===== src/rtl/i2c_master.sv =====
// Single-transaction I2C master: START, address + R/W, ACK check, one data byte, STOP.
// Define I2C_MASTER_AUTO_RESTART_EN to return from DONE to IDLE after one cycle.
module i2c_master #(
  parameter logic [6:0] SLAVE_ADDR = 7'h50
) (
  input  logic       clk,
  input  logic       rst,
  input  logic       rw,
  input  logic [7:0] data_in,
  output logic [7:0] data_out,
  output logic [2:0] state,
  output logic       sclk,
  input  logic       sda_in,
  output logic       sda_out
);

  typedef enum logic [2:0] {
    IDLE       = 3'd0,
    ADDRESSING = 3'd1,
    WAITING    = 3'd2,
    READING    = 3'd3,
    WRITING    = 3'd4,
    DONE       = 3'd5
  } state_t;

  state_t      state_q, state_d;
  logic        sclk_q, sclk_d;
  logic        sda_q, sda_d;
  logic [7:0]  dout_q, dout_d;
  logic [2:0]  cnt_q, cnt_d;
  logic [7:0]  tx_q, tx_d;
  logic [7:0]  wr_q, wr_d;
  logic [7:0]  rx_q, rx_d;
  logic        rw_q, rw_d;
  logic        lead_q, lead_d;
  logic        ack_q, ack_d;
  logic [1:0]  stop_q, stop_d;

  always_ff @(posedge clk) begin
    if (rst) begin
      state_q <= IDLE;
      sclk_q  <= 1'b1;
      sda_q   <= 1'b1;
      dout_q  <= 8'h00;
      cnt_q   <= 3'd7;
      tx_q    <= 8'h00;
      wr_q    <= 8'h00;
      rx_q    <= 8'h00;
      rw_q    <= 1'b0;
      lead_q  <= 1'b0;
      ack_q   <= 1'b0;
      stop_q  <= 2'd0;
    end else begin
      state_q <= state_d;
      sclk_q  <= sclk_d;
      sda_q   <= sda_d;
      dout_q  <= dout_d;
      cnt_q   <= cnt_d;
      tx_q    <= tx_d;
      wr_q    <= wr_d;
      rx_q    <= rx_d;
      rw_q    <= rw_d;
      lead_q  <= lead_d;
      ack_q   <= ack_d;
      stop_q  <= stop_d;
    end
  end

  always_comb begin
    state_d = state_q;
    sclk_d  = sclk_q;
    sda_d   = sda_q;
    dout_d  = dout_q;
    cnt_d   = cnt_q;
    tx_d    = tx_q;
    wr_d    = wr_q;
    rx_d    = rx_q;
    rw_d    = rw_q;
    lead_d  = lead_q;
    ack_d   = ack_q;
    stop_d  = stop_q;

    // STOP runs inside whichever state started it, so it takes priority.
    if (stop_q == 2'd1) begin
      sclk_d = 1'b1;
      sda_d  = 1'b0;
      stop_d = 2'd2;
    end else if (stop_q == 2'd2) begin
      sclk_d  = 1'b1;
      sda_d   = 1'b1;
      stop_d  = 2'd0;
      state_d = DONE;
    end else begin
      case (state_q)
        IDLE: begin
          rw_d    = rw;
          wr_d    = data_in;
          tx_d    = {SLAVE_ADDR, rw};
          cnt_d   = 3'd7;
          lead_d  = 1'b1;
          ack_d   = 1'b0;
          sclk_d  = 1'b1;
          sda_d   = 1'b0;
          state_d = ADDRESSING;
        end
        ADDRESSING: begin
          if (!sclk_q) begin
            sclk_d = 1'b1;
          end else begin
            sclk_d = 1'b0;
            // The edge ending the START condition drives bit 7 without counting.
            if (lead_q) begin
              lead_d = 1'b0;
              sda_d  = tx_q[7];
              tx_d   = {tx_q[6:0], 1'b0};
            end else if (cnt_q == 3'd0) begin
              sda_d   = 1'b1;
              state_d = WAITING;
            end else begin
              cnt_d = cnt_q - 3'd1;
              sda_d = tx_q[7];
              tx_d  = {tx_q[6:0], 1'b0};
            end
          end
        end
        WAITING: begin
          if (!sclk_q) begin
            sclk_d = 1'b1;
          end else begin
            sclk_d = 1'b0;
            cnt_d  = 3'd7;
            if (sda_in) begin
              sda_d  = 1'b0;
              stop_d = 2'd1;
            end else if (rw_q) begin
              sda_d   = 1'b1;
              state_d = READING;
            end else begin
              sda_d   = wr_q[7];
              tx_d    = {wr_q[6:0], 1'b0};
              state_d = WRITING;
            end
          end
        end
        READING: begin
          if (!sclk_q) begin
            sclk_d = 1'b1;
          end else begin
            sclk_d = 1'b0;
            if (ack_q) begin
              ack_d  = 1'b0;
              sda_d  = 1'b0;
              stop_d = 2'd1;
            end else begin
              rx_d  = {rx_q[6:0], sda_in};
              sda_d = 1'b1;
              if (cnt_q == 3'd0) begin
                dout_d = {rx_q[6:0], sda_in};
                ack_d  = 1'b1;
              end else begin
                cnt_d = cnt_q - 3'd1;
              end
            end
          end
        end
        WRITING: begin
          if (!sclk_q) begin
            sclk_d = 1'b1;
          end else begin
            sclk_d = 1'b0;
            // Slave ACK or NACK after the data byte both lead to STOP.
            if (ack_q) begin
              ack_d  = 1'b0;
              sda_d  = 1'b0;
              stop_d = 2'd1;
            end else if (cnt_q == 3'd0) begin
              ack_d = 1'b1;
              sda_d = 1'b1;
            end else begin
              cnt_d = cnt_q - 3'd1;
              sda_d = tx_q[7];
              tx_d  = {tx_q[6:0], 1'b0};
            end
          end
        end
        DONE: begin
          sclk_d = 1'b1;
          sda_d  = 1'b1;
`ifdef I2C_MASTER_AUTO_RESTART_EN
          state_d = IDLE;
`else
          state_d = DONE;
`endif
        end
        default: state_d = IDLE;
      endcase
    end
  end

  assign state    = state_q;
  assign sclk     = sclk_q;
  assign sda_out  = sda_q;
  assign data_out = dout_q;

endmodule


===== config.mk =====
export PLATFORM = sky130hd
export DESIGN_NAME = i2c_master
export DESIGN_NICKNAME = d
export VERILOG_FILES = /design/src/rtl/i2c_master.sv
export SDC_FILE = /design/constraint.sdc
export NUM_CORES = 1
export LEC_CHECK = 0
export BUFFER_PORTS_ARGS = -buffer_cell sky130_fd_sc_hd__buf_2
export CAP_MARGIN = 20
export CORE_MARGIN = 2
export CORE_UTILIZATION = 55
export CTS_CLUSTER_DIAMETER = 100
export DETAILED_ROUTE_END_ITERATION = 7
export GPL_TIMING_DRIVEN = 0
export PLACE_DENSITY = 0.72
export SETUP_SLACK_MARGIN = 0.1
export SKIP_CTS_REPAIR_TIMING = 1
export SYNTH_ARGS = -nofsm -noshare
export SYNTH_HDL_FRONTEND = slang
export SYNTH_SLANG_ARGS = --single-unit

===== constraint.sdc =====
create_clock -name clk -period 5.7 [get_ports clk]
set_clock_uncertainty 0.1 [all_clocks]
set_input_delay 0.57 -clock clk [delete_from_list [all_inputs] [get_ports clk]]
set_output_delay 0.57 -clock clk [all_outputs]
set_load 0.005 [all_outputs]

# Word-level counts from Yosys, hierarchy flattened
# Index checks and enable logic that the tools add are counted.
word_totals:
  rom_bits: 0
  input_bits: 12
  out_inout_bits: 13
  word_cells: 125
  latchBits: 0
  mem_bits_rw: 0
  ff_bits: 44
  mem_count: 0
op_classes:
  reduce_logical: 25
  n_div: 0
  eq_ne: 31
  shift: 0
  n_mul: 0
  bitwise: 3
  mux: 52
  magnitude_cmp: 0
  add_sub_neg: 1
ops:
  columns: ["cell", "n"]
  rows:
  - ["$mux 8", 8]
  - ["$mux 3", 13]
  - ["$pmux 8 s4", 1]
  - ["$ne 4x4->1 const B", 5]
  - ["$reduce_and 5->1", 4]
  - ["$ne 2x2->1 const B", 9]
  - ["$mux 1", 17]
  - ["$ne 3x3->1 const B", 5]
  - ["$pmux 3 s5", 1]
  - ["$mux 2", 6]
  - ["$pmux 3 s4", 1]
  - ["$reduce_bool 4->1", 3]
  - ["$reduce_and 9->1", 1]
  - ["$ne 4x1->1 const B", 2]
  - ["$reduce_and 4->1", 2]
  - ["$reduce_and 8->1", 1]
  - ["$reduce_bool 2->1", 4]
  - ["$reduce_bool 8->1", 1]
  - ["$reduce_and 7->1", 1]
  - ["$eq 3x2->1 const B", 2]
  - ["$eq 3x3->1 const B", 2]
  - ["$logic_not 3->1", 2]
  - ["$ne 2x1->1 const B", 3]
  - ["$pmux 1 s2", 3]
  - ["other kinds (12)", 15]

# Longest topological paths before layout
# Gate-level depths: netlist of run 1.
logic_depth:
  word_depth: 7
  depth_mapped: 9
  depth_no_buf: 7

# Worst setup path before layout of run 1
# Ideal clock, no wire load.
synth_path:
  path_kind: "register to register"
  from: "register stop_q[0]"
  to: "register dout_q[0] (netlist: data_out[0])"
  t_arrival_ps: 1681
  n_path_buf: 1
  t_required_ps: 5472
  setup_time_ps: 128
  slack_ps: 3792
  stages_incl_launch_ff: 9
  period_less_slack_ps: 1908
  cell_sequence: "dfxtp_1 inv_1 ha_1 nor2_2 nand4_4 or2_1 buf_2 mux2i_1 nor2_1"
synth_via:
  elab_chain_cells: 3
  word_cells_on_any_way: 5
  classes_between: "eq/ne (2); bitwise (2); reduce/logical (1)"
synth_rtl:
  columns: ["element", "line", "rtl"]
  rows:
  - ["start, declared", "37", "logic [1:0] stop_q, stop_d;"]
  - ["start signal, assigned", "65", "stop_q <= stop_d;"]
  - ["$eq 2x2->1 / $eq 2x1->1 (equally long branches)", "88, 84", null]
  - ["$not 1->1 (no line)", null, null]
  - ["$reduce_and 6->1 (no line) *", null, null]
  - ["end signal, assigned", "57", "dout_q <= dout_d;"]
  - ["end, declared", "29", "logic [7:0] dout_q, dout_d;"]
# Mark *: on every way between the ends. The rest lies on a longest branch, timed or not.
# A chain may end at the register's enable or synchronous reset.

# Final worst setup path of run 1
layout_path:
  from: "register stop_q[0]"
  to: "register dout_q[6] (netlist: data_out[6])"
# The elaborated chain is that of the path after synthesis.

==> flow_metrics.py, run 1 <==
metrics = {
    "logic_synthesis": {
        "ys_types": 58,
        "syn_area_mm2": 0.00236,
        "synth_fp_nets": 300,
        "synth_edf_count": 0,
        "synth-seq-cells": 44,
        "synthArstFlopShare_pct": 0,
        "ys.flop_type": "dfxtp_1",
        "syn_avg_cell_area_um2": 8.37,
        "yosysWarnings": 0,
        "synth_cells": 282,
        "ys_seq_area_share_pct": 37.3,
    },
    "clock_network": {
        "clk_pin_slew_worst_paths_ps": 90,
        "cts_sinks": 44,
        "cts-root-buf": "clkbuf_8",
        "cts_buffers": 5,
        "cts_tree": "done",
        "cts_max_level": 2,
        "insertion_delay_ps": 290,
        "clockBufferDepth": 2,
    },
    "global_routing": {
        "grt.total_usage_pct": 24.9,
        "grt_util_met2_pct": 37.6,
        "grt_pass1_wl_um": 9650,
        "overflow": 0,
        "antenna_found_initial": 0,
        "busiest_layer": "met2",
        "grtUsageMet3_pct": 4.51,
        "grt_max_degree": 15,
        "grt_use_met1_pct": 35.8,
        "grt_pass1_vias": 1951,
    },
    "floorplanning": {
        "core_area_mm2": 0.00406,
        "start_util_pct": 58.2,
        "rows": 23,
        "die_x_um": 69.5,
        "io-pin-count": 25,
        "die_h_um": 69.5,
        "die_area_mm2": 0.00483,
    },
    "setup_path": {
        "end_kind": "flop",
        "worstSetupPathType": "flop to flop",
        "crit_arrival_ps": 2280,
        "start_kind": "flop",
        "cp_max_fo": 8,
        "required_ps": 5770,
    },
    "timing": {
        "worst_pin_slew_ps": 642,
        "setup_viol_count_final": 0,
        "fmax_mhz": 452,
        "fin_crit_sh_pct": 38.8,
        "hold_violations": 0,
        "max-slew-margin-rel_pct": 56.6,
        "holdWs_ps": 349,
        "min_period_ps": 2210,
        "fin_tns_setup_ps": 0,
        "drv_slew": 0,
        "grt_setup_unrepaired": "no",
        "worst_slack_ps": 3490,
    },
    "detailed_routing": {
        "via_count": 2146,
        "drtAntennaViolNets": 0,
        "routed_wl_um": 5720,
        "avgRoutedWirePerCell_um": 15.7,
        "vias_per_cell": 5.90,
        "drtIter0Drc": 272,
        "drc_errors": 0,
        "first_pass_iters": 5,
    },
    "power": {
        "vdd_ir_drop_max_v": 0.000275,
        "leakage_uw": 0.00118,
        "powerDensity_mw_per_mm2": 475,
        "power_uw": 1260,
    },
    "placement": {
        "place_ws_ps": 3490,
        "dp_hpwl_um": 4150,
        "globalplace.congestion": 0.927,
        "portBuffers": 24,
    },
    "flow_run": {
        "maxCapViolCount": 0,
    },
    "layout": {
        "nets": 331,
        "area_delta_synth_final_pct": 11.9,
        "final_layout_size_suffix_gt1_share_pct": 18.5,
        "layout_common_cells": "44 x dfxtp_1, 39 x nand2_1, 33 x nor2_1, 28 x buf_2, 21 x a21oi_1",
        "mostFrequentLayoutCell": "dfxtp_1",
        "fillers": 362,
        "num_antenna_cells": 0,
    },
    "worst_hold_path": {
        "hold_class": "flop to flop",
    },
    "outcome": {
        "status": "complete, no violations",
    },
}
[where the power goes]
part | switching, uW | leakage, uW | internal (uW)
Clock | 110 | 0.0000434 | 98.2
Combinational | 376 | 0.000777 | 247
Sequential | 56.4 | 0.000359 | 368
[sequential cells by signal (all words and copies together) (netlist names)]
register / cells
sclk: 1
data_out: 8
stop_q: 2
rx_q: 7
cnt_q: 3
sda_out: 1
rw_q: 1
state: 3
wr_q: 8
tx_q: 8
lead_q: 1
ack_q: 1
[layer usage]
layer / vias up / part of all wire (%)
li1: 1062 / -
met1: 992 / 46
met2: 82 / 46
met3: 10 / 7.0
met4: 0 / 1.4
met5: - / 0
[synthesized netlist by cell type, types with 3 or more instances]
library cell / n / share of area (%)
clkbuf_1: 6 / 0.95
ha_1: 6 / 3.2
buf_4: 3 / 0.95
a22oi_1: 6 / 1.9
nand2_1: 39 / 6.2
o21ai_0: 13 / 2.8
nor3_1: 7 / 1.5
nor2_1: 33 / 5.2
a21oi_1: 21 / 4.5
nand3_1: 4 / 0.85
buf_2: 4 / 0.85
nor2b_1: 6 / 1.6
dfxtp_1: 44 / 37
inv_1: 8 / 1.3
mux2i_1: 19 / 8.1
nand2b_1: 3 / 0.80
or2_2: 3 / 0.80
[cell type report]
cell class / count / area (um^2) / area share [%]
Clock inverter: 2 / 15.0 / 0.569
Tap cell: 50 / 62.6 / 2.37
Multi-Input combinational cell: 213 / 1350 / 51.2
Clock buffer: 6 / 82.6 / 3.13
Inverter: 9 / 33.8 / 1.28
Buffer: 16 / 92.6 / 3.51
Timing Repair Buffer: 24 / 120 / 4.55
Sequential cell: 44 / 881 / 33.4
[per-stage QoR]
stage	area (um^2)	std cells	utilization (%)
after global placement	2540	356	62.7
after CTS	2640	364	65.1
after global routing	2640	364	65.1
final	2640	364	65.1
after floorplan	2360	282	-
after detailed placement	2540	356	62.7
[worst max-delay path: stages, from the launching register on]
cell and delay (ps):
dfxtp_1 370, inv_1 50, ha_1 270, nor2_2 320
nand4_4 270, or2_1 270, buf_2 190, mux2i_1 180
nor2_1 50
[cells by family after synthesis]
group / count (synthesis) / synth area share [%]
and+or+nand+nor: 113 / 23.5
AOI/OAI and AO/OA: 72 / 21.3
DFF: 44 / 37.3
buffers and inverters: 25 / 5.35
muxes: 20 / 8.54
adders and majority gates: 6 / 3.18
xor gates and xnor gates: 2 / 0.742
[path summary, 6_finish.rpt]
kind | start | to | slack (ps) | cells after the start
worst max-delay path | stop_q[0] | data_out[6] | 3490 | 8
worst min-delay path | tx_q[0] | tx_q[0] | 350 | 2
worst max register to register | stop_q[0] | data_out[6] | 3490 | 8
worst min register to register | tx_q[0] | tx_q[0] | 350 | 2
No activity file was read; power rests on OpenSTA's default activity.
==> run 2: changes to the inputs <==
- ABC_AREA: not set -> 1
- clock period: 5.7 -> 2.16 ns (I/O delays scaled with it)
==> run 2 against run 1 <==
Net effect: design area up 9.3%; via count up 14%; critical path type unchanged; core utilization down 0.14 points; area after synthesis up 9.5%; critical endpoint is now cnt_q[1]; clock-buffer cell count down 1.
==> flow_metrics.py, run 2 <==
metrics = {
    "logic_synthesis": {
        "yosysWarnings": 0,
        "synth_edf_count": 0,
        "yosysTopAreaCell": "dfxtp_1",
        "ys_top_cells_by_area": "dfxtp_1 34%, nand2_1 15%, nand3_1 8.7%, a21oi_1 5.8%, nor2_1 5.5%",
        "synthArstFlopShare_pct": 0,
        "synth.most_common_cell": "nand2_1",
        "synth_cells": 377,
        "synth-seq-cells": 44,
        "synth_fp_nets": 395,
        "ys.flop_type": "dfxtp_1",
        "ys_types": 36,
        "syn_area_mm2": 0.00258,
        "synth_top_cell_area_share_pct": 34.1,
        "synth_commonest_cells": "103 x nand2_1, 45 x nand3_1, 44 x dfxtp_1, 38 x nor2_1",
        "ys_seq_area_share_pct": 34.1,
        "syn_avg_cell_area_um2": 6.86,
    },
    "global_routing": {
        "grt.total_usage_pct": 24.2,
        "overflow": 0,
        "grt_pass1_wl_um": 9940,
        "antenna_found_initial": 0,
        "grt_max_degree": 16,
        "grt_pass1_vias": 2056,
    },
    "setup_path": {
        "cp_max_fo": 7,
        "required_ps": 2230,
        "start_kind": "flop",
        "r2r-end": "cnt_q[1]",
        "crit_arrival_ps": 1920,
        "worstSetupPathType": "flop to flop",
        "rrSetupSlack_ps": 310,
        "r2r_cells": 9,
        "r2r-start": "cnt_q[0]",
        "end_kind": "flop",
    },
    "detailed_routing": {
        "drtAntennaViolNets": 0,
        "drc_errors": 0,
        "via_count": 2443,
        "routed_wl_um": 5880,
        "first_pass_iters": 5,
        "avgRoutedWirePerCell_um": 12.8,
        "drtIter0Drc": 265,
        "vias_per_cell": 5.31,
    },
    "worst_hold_path": {
        "whs_path_depth": 3,
        "worstHoldEndpoint": "wr_q[3]",
        "hold_class": "input pin to flop",
        "min_from": "data_in[3]",
    },
    "layout": {
        "area_delta_synth_final_pct": 11.6,
        "nets": 425,
        "num_antenna_cells": 0,
        "multi_input_area_mm2": 0.00150,
        "layout_common_cells": "103 x nand2_1, 45 x nand3_1, 44 x dfxtp_1, 38 x nor2_1",
        "mostFrequentLayoutCell": "nand2_1",
        "regArea_um2": 881,
        "final_layout_size_suffix_gt1_share_pct": 17.2,
        "fillers": 416,
    },
    "power": {
        "combPwrFrac_pct": 53.7,
        "internal_power_uw": 2100,
        "vdd_ir_drop_max_v": 0.000831,
        "power_frac_seq_pct": 29.5,
        "p_switching_uw": 1850,
        "leakage_uw": 0.00132,
        "swShare_pct": 46.8,
        "powerDensity_mw_per_mm2": 1370,
        "clkPwrFrac_pct": 16.8,
    },
    "timing": {
        "grt_setup_unrepaired": "no",
        "setup_viol_count_final": 0,
        "min_period_ps": 1850,
        "worst_pin_slew_ps": 483,
        "fin_crit_sh_pct": 85.5,
        "fin_tns_setup_ps": 0,
        "max-slew-margin-rel_pct": 67.6,
        "hold_violations": 0,
        "worst_slack_ps": 312,
        "drv_slew": 0,
        "fmax_mhz": 541,
    },
    "floorplanning": {
        "io-pin-count": 25,
        "die_h_um": 72.6,
        "die_area_mm2": 0.00526,
        "die_x_um": 72.6,
        "rows": 24,
        "start_util_pct": 58.2,
        "core_area_mm2": 0.00444,
    },
    "clock_network": {
        "cts_sinks": 44,
        "cts_max_level": 2,
        "cts_tree": "done",
        "clk_pin_slew_worst_paths_ps": 90,
        "insertion_delay_ps": 310,
        "cts_buffers": 5,
        "clockBufferDepth": 2,
        "cts-root-buf": "clkbuf_8",
    },
    "placement": {
        "dp_hpwl_um": 4450,
        "place_ws_ps": 289,
        "portBuffers": 23,
        "globalplace.congestion": 0.943,
    },
    "outcome": {
        "status": "complete, no violations",
    },
    "flow_run": {
        "maxCapViolCount": 0,
    },
}
==> run 2: cell count changes in the layout (fill, tap and decap cells not counted), sizes merged, moves of 4 or more <==
cell,previous run,this run
nor3,8,1
nand3,4,47
a22oi,7,0
o21ai,13,28
mux2i,19,0
or2,4,0
nor2b,7,0
nor2,35,46
nand2,39,112
a21oi,21,31
inv,8,35
==> run 2: cell families (layout without fill, tap and decap cells) <==
kind of cell | after synthesis | count (layout) | synth area share [%]
AND/OR/NAND/NOR | 211 | 211 | 40.2
adder cells (fa/ha/maj) | 6 | 6 | 2.90
XOR/XNOR | 1 | 1 | 0.339
buffers and inverters | 49 | 80 | 8.28
AO/OA/AOI/OAI | 66 | 66 | 14.2
flip-flops | 44 | 44 | 34.1
==> run 2: layout make-up <==
type	instances	area share [%]
sequential	44	30.5
clock inverter	3	1.60
timing repair buffer	23	3.99
multi-input combinational	284	51.8
buffer	13	2.60
clock buffer	5	2.39
tap	52	2.25
inverter	36	4.81
==> run 2: routing by layer <==
metal | vias to the layer above | track usage, % | routed length, um
met4 | 0 | 7.61 | 71
met3 | 7 | 5.14 | 393
met2 | 72 | 34.2 | 2480
met5 | - | 0 | 0
met1 | 1076 | 36.5 | 2930
li1 | 1288 | - | -
==> run 2: per-stage QoR <==
stage | util, % | total power, uW | cells | hold WS [ps] | instance area, um^2
after global placement | 62.2 | 3270 | 452 | 348 | 2770
after CTS | 64.8 | 3950 | 460 | 65.4 | 2880
final | 64.9 | 3950 | 460 | 74.9 | 2890
after floorplan | - | 2860 | 377 | 282 | 2580
after detailed placement | 62.2 | 3280 | 452 | 352 | 2770
after global routing | 64.9 | 4290 | 460 | 67.9 | 2890
==> run 2: power groups by stage <==
stage          sequential, uW  combinational, uW  clock (uW)
6_report                 1160               2120         665
5_1_grt                  1190               2390         709
4_1_cts                  1160               2110         685
3_5_place_dp             1180               2100           0
3_3_place_gp             1180               2090           0
2_1_floorplan            1150               1710           0
==> run 2: worst max path at each step <==
stage	start	slack, ps	endpoint
floorplan	stop_q[0]	510	tx_q[0]
global placement	stop_q[0]	310	cnt_q[1]
detailed placement	stop_q[0]	290	cnt_q[0]
CTS	stop_q[0]	270	cnt_q[0]
global route	cnt_q[0]	140	sda_out
finish	cnt_q[0]	310	cnt_q[1]
==> run 2: worst max-delay path, cell delays in order, from the launching register on <==
cell and delay [ps]:
dfxtp_1 320, inv_1 80, ha_1 230, inv_1 50, nor2_1 380, nand3_1 130, nand3_1 200, inv_1 100
nand3_1 80, nand3_1 70
